### src/rtl/openhw_mul.sv
// Iterative shift-and-add multiplier for the M-extension: stalls Execute while it
// retires BITSPERCYCLE multiplier bits per clock, then presents the product to Memory.
module openhw_mul #(
  parameter int XLEN         = 32,
  parameter int BITSPERCYCLE = 1
) (
  input  logic            clk,
  input  logic            resetn,
  input  logic            StallM,
  input  logic            FlushE,
  input  logic            IntMulE,
  input  logic [1:0]      MulOpE,
  input  logic            W64E,
  input  logic [XLEN-1:0] ForwardedSrcAE,
  input  logic [XLEN-1:0] ForwardedSrcBE,
  output logic            MulBusyE,
  output logic [XLEN-1:0] ProdM
);

  localparam int CNTW = $clog2(XLEN) + 1;
  localparam logic [CNTW-1:0] NFULL = CNTW'(XLEN / BITSPERCYCLE);
  localparam logic [CNTW-1:0] NHALF = CNTW'(XLEN / BITSPERCYCLE / 2);
  localparam logic [XLEN-1:0] LOW32 = XLEN'(64'hFFFF_FFFF);

  typedef enum logic [1:0] {IDLE, BUSY, DONE} mulState_e;

  function automatic logic [XLEN-1:0] magnitude(input logic signed [XLEN-1:0] v,
                                                input logic isSigned);
    magnitude = (isSigned && v[XLEN-1]) ? -v : v;
  endfunction

  function automatic logic [2*XLEN-1:0] applySign(input logic signed [2*XLEN-1:0] p,
                                                  input logic neg);
    applySign = neg ? -p : p;
  endfunction

  mulState_e         state;
  logic [CNTW-1:0]   stepCnt;
  logic [XLEN-1:0]   hi, lo, aReg;
  logic              negPM, w64M;
  logic [1:0]        opM;

  logic              w64, signA, signB, negP, opZero, mulStartE;
  logic signed [XLEN-1:0] srcA, srcB;
  logic [XLEN-1:0]   absA, absB;
  logic [XLEN-1:0]   hiNext, loNext;
  logic [XLEN:0]     stepSum;
  logic [2*XLEN-1:0] prodFull;
  logic [31:0]       wordRes;

  // Execute: operand conditioning (W-type truncation, signedness, magnitudes)
  assign w64       = (XLEN == 64) && W64E && (MulOpE == 2'b00);
  assign signA     = (MulOpE == 2'b01) || (MulOpE == 2'b10);
  assign signB     = (MulOpE == 2'b01);
  assign srcA      = w64 ? (ForwardedSrcAE & LOW32) : ForwardedSrcAE;
  assign srcB      = w64 ? (ForwardedSrcBE & LOW32) : ForwardedSrcBE;
  assign negP      = (signA & srcA[XLEN-1]) ^ (signB & srcB[XLEN-1]);
  assign absA      = magnitude(srcA, signA);
  assign absB      = magnitude(srcB, signB);
  assign opZero    = (srcA == '0) || (srcB == '0);
  assign mulStartE = IntMulE && (state == IDLE) && !StallM;
  assign MulBusyE  = (state == BUSY) || mulStartE;

  // Iteration: BITSPERCYCLE chained add-and-shift steps on {C,Hi,Lo}
  always_comb begin
    hiNext  = hi;
    loNext  = lo;
    stepSum = '0;
    for (int i = 0; i < BITSPERCYCLE; i++) begin
      stepSum = loNext[0] ? ({1'b0, hiNext} + {1'b0, aReg}) : {1'b0, hiNext};
      loNext  = {stepSum[0], loNext[XLEN-1:1]};
      hiNext  = stepSum[XLEN:1];
    end
  end

  always_ff @(posedge clk or negedge resetn) begin
    if (!resetn) begin
      state   <= IDLE;
      stepCnt <= '0;
      hi      <= '0;
      lo      <= '0;
      aReg    <= '0;
      negPM   <= 1'b0;
      opM     <= 2'b00;
      w64M    <= 1'b0;
    end else if (FlushE) begin
      state <= IDLE;
    end else begin
      case (state)
        IDLE: begin
          if (mulStartE) begin
            negPM   <= negP;
            opM     <= MulOpE;
            w64M    <= w64;
            hi      <= '0;
            aReg    <= absA;
            stepCnt <= CNTW'(1);
            if (opZero) begin
              lo    <= '0;
              state <= DONE;
            end else begin
              lo    <= absB;
              state <= BUSY;
            end
          end
        end
        BUSY: begin
          hi      <= hiNext;
          lo      <= loNext;
          stepCnt <= stepCnt + CNTW'(1);
          if (stepCnt == (w64M ? NHALF : NFULL)) state <= DONE;
        end
        DONE: begin
          if (!StallM) state <= IDLE;
        end
        default: state <= IDLE;
      endcase
    end
  end

  // Memory: sign correction and result selection; a short mulw run leaves its
  // 32x32 product in the upper half of Lo
  assign prodFull = applySign({hi, lo}, negPM);
  assign wordRes  = prodFull[XLEN-1 -: 32];

  always_comb begin
    ProdM = prodFull[XLEN-1:0];
    if (w64M) begin
      ProdM       = {XLEN{wordRes[31]}};
      ProdM[31:0] = wordRes;
    end else if (opM != 2'b00) begin
      ProdM = prodFull[2*XLEN-1:XLEN];
    end
  end

endmodule
### config.mk
export PLATFORM = sky130hd
export DESIGN_NAME = openhw_mul
export DESIGN_NICKNAME = d
export VERILOG_FILES = /design/src/rtl/openhw_mul.sv
export SDC_FILE = /design/constraint.sdc
export NUM_CORES = 1
export LEC_CHECK = 0
export ABC_AREA = 1
export BUFFER_PORTS_ARGS = -buffer_cell sky130_fd_sc_hd__buf_2
export CORE_MARGIN = 3
export CORE_UTILIZATION = 60
export DETAILED_ROUTE_END_ITERATION = 8
export PLACE_DENSITY = 0.8
export SLEW_MARGIN = 25
export SYNTH_ARGS = -nofsm -noshare
export SYNTH_HDL_FRONTEND = slang
export SYNTH_SLANG_ARGS = --single-unit
### constraint.sdc
create_clock -name clk -period 3.1 [get_ports clk]
set_clock_uncertainty 0.1 [all_clocks]
set_input_delay 0.93 -clock clk [delete_from_list [all_inputs] [get_ports clk]]
set_output_delay 0.93 -clock clk [all_outputs]
set_load 0.005 [all_outputs]
==> metrics <==
Critical Path RT a little over 2000 ps; Post-DP Area 12400 um^2; worst skew pair latency approximately 370 ps; DR vias approximately 14000; initial core utilization 0.624; ANT nets after route 0; Mapped Avg Cell Area 5.87 um^2; flop-to-flop setup slack ~370 ps; leading area contributor after synthesis dfrtp_1; vias per inst 5.98; die width 144 um; Max Root-Sink Buffers 2; vias in the first global route 12800; yosys warns 0; gr usage total 0.405; Post-synth EDFFs 0; fin. max-slew vios 0; area grow syn2layout 20.4%; share of cells above drive strength 1 0.217; Worst-path clk slew approximately 90 ps; CTS tree built; Setup Viol. Count Final 31; synthesized area 11400 um^2; min Tclk post-route roughly 3300 ps; final hold vios 0; DIE AREA between 20000 and 25000 um^2; max-capacitance violation count 0; cell area after layout around 14000 um^2; syn nets 2060; CTS Buf Count 9; sequential area share after synthesis 0.234; wire per inst roughly 18 um; crit path launch type flop; drc violations 0; first-pass GRT wire length approximately 66000 um; Post-synth ARST share 1.00; Rows 49; Worst EP arrival approximately 2300 ps; core area between 15000 and 20000 um^2; worst slew pin tran around 740 ps; Slowest-stage cell, CP dfrtp_2; largest net degree at the start of global routing ~70; cells along the critical path clkinv_4, buf_4, nand3_4, nor2_4, buf_4, buf_4, nand2_1, o21ai_0, nand2_1, nand2_1, o21ai_2, buf_2; FMAX 301 MHz; drt pass-1 iters 7; initial antenna violation count 0; period utilization 1.07; overflow left after global routing 0; Max Fanout on Critical Path 3; RSZ-0062 raised after global routing yes; final worst setup slack -226 ps; Most used DFF post-synth dfrtp_1; H-tree depth 3; IO Count roughly 110; kind of critical path reg2out; Cell variety after synth 52; Yosys top cell area share 0.234; non-filler cells in the finished layout 2354; # clock sinks 107; PortBufs 103; Crit. End Element output port; Placer Congestion between 1 and 1.5; Initial DRC Count ~1500; Synth area leaders dfrtp_1 23%, nand2_1 21%, nand3_1 9.3%; maximum VDD drop about 0.45 mV; Diodes inserted 0; Relative slew margins 0.506; leakage 7.11 nW; nets 2231; clk root buf clkbuf_16; Pwr per Cell Area 718 nW/um^2; final wirelength between 40000 and 50000 um; delay of the slowest critical-path stage between 400 and 500 ps; dpl cells between 2000 and 2500; Synth Register Bits about 110; Hold Crit Class reg2reg; failing checks setup timing; die height 144 um; pre-CTS setup slack approximately 57 ps; status finished, violations left; DP Wirelength approximately 33000 um; synthesized instance count around 1900
-- cell usage in the layout (no fill, tap or decap), types with 10 or more instances in the layout --
cell	instances
o221ai_1	10
nand3_2	35
nand2_2	24
nor2_4	28
nand3_1	183
o21ai_0	110
o21ai_1	19
nor2_2	44
dfrtp_1	88
ha_1	37
dfrtp_2	19
a22oi_1	20
nand2_1	613
nand2_4	10
inv_1	230
buf_4	101
nand4_1	28
nor3_1	15
buf_2	101
xnor2_1	13
inv_2	32
nor2_1	161
a21oi_1	78
xor2_1	29
-- final timing paths --
check	cells past startpoint	end	startpoint
max reg2reg	14	hi[19]	hi[0]
max in group asynchronous	2	lo[15]	resetn
min	1	stepCnt[4]	stepCnt[4]
max	12	ProdM[13]	lo[0]
min in group asynchronous	1	hi[10]	resetn
min reg2reg	1	stepCnt[4]	stepCnt[4]
-- layer usage --
| metal | vias up | wire [um] | global-route usage |
|---|---|---|---|
| li1 | 6644 | - | - |
| met1 | 6455 | 17500 | 0.569 |
| met2 | 845 | 18500 | 0.618 |
| met3 | 129 | 4940 | 0.0956 |
| met4 | 0 | 1490 | 0.135 |
| met5 | - | 0 | 0 |
-- layout make-up --
| class | instances | area [um^2] |
|---|---|---|
| Multi-Input combinational cell | 1523 | 8070 |
| Fill cell | 1561 | 4570 |
| Sequential cell | 107 | 2700 |
| Timing Repair Buffer | 209 | 1360 |
| Inverter | 270 | 1040 |
| Tap cell | 229 | 287 |
| Clock buffer | 10 | 239 |
| Clock inverter | 6 | 65.1 |
-- timing repair --
item,CTS,global route
endpoints found under the setup margin,32,32
hold buffers,0,0
resized for setup,111,90
setup buffers,44,14
pin swaps,30,29
-- power breakdown --
group	internal [mW]	switching, mW
registers	1.80	0.582
clock network	0.594	0.608
logic	2.31	4.00
total	4.70	5.19
-- stage by stage --
stage,hold WS (ps),utilization,total power [mW],TNS (ps)
3_3_place_gp,355,0.676,7.40,0
3_5_place_dp,373,0.676,7.53,0
5_1_grt,421,0.751,10.6,-6420
6_report,404,0.751,9.89,-4190
2_1_floorplan,333,-,5.63,0
4_1_cts,383,0.728,9.23,-1770
-- cell usage after synthesis, drive strengths merged, types with 2 or more instances --
| cell | n |
|---|---|
| a21oi | 81 |
| a22oi | 20 |
| and3 | 2 |
| buf | 24 |
| clkbuf | 25 |
| clkinv | 2 |
| dfrtp | 107 |
| ha | 38 |
| inv | 268 |
| nand2 | 647 |
| nand3 | 224 |
| nand4 | 31 |
| nor2 | 233 |
| nor3 | 18 |
| o211ai | 7 |
| o21ai | 141 |
| o21bai | 4 |
| o221ai | 12 |
| o22ai | 5 |
| o31ai | 2 |
| or2 | 9 |
| xnor2 | 13 |
| xor2 | 30 |
-- logic make-up (layout without fill, tap and decap cells) --
kind of cell / after synthesis / after routing / synth area share
AOI/OAI and AO/OA: 275 / 275 / 0.136
xor gates and xnor gates: 43 / 43 / 0.0329
adders and majority gates: 39 / 39 / 0.0433
buffers and inverters: 319 / 495 / 0.110
DFF: 107 / 107 / 0.234
and+or+nand+nor: 1166 / 1166 / 0.444
-- flip-flops by register name, summed over array words and instances (netlist names) --
name	flops
stepCnt	6
aReg	32
hi	32
negPM	1
lo	32
opM	2
state	2
-- worst max-delay path: cells and delay by family (launching register included) --
kind / cells / cell delay, ps
simple gates: 5 / 590
compound gates: 2 / 340
flops: 1 / 450
buf+inv: 5 / 560
No activity file was read; power rests on OpenSTA's default activity.
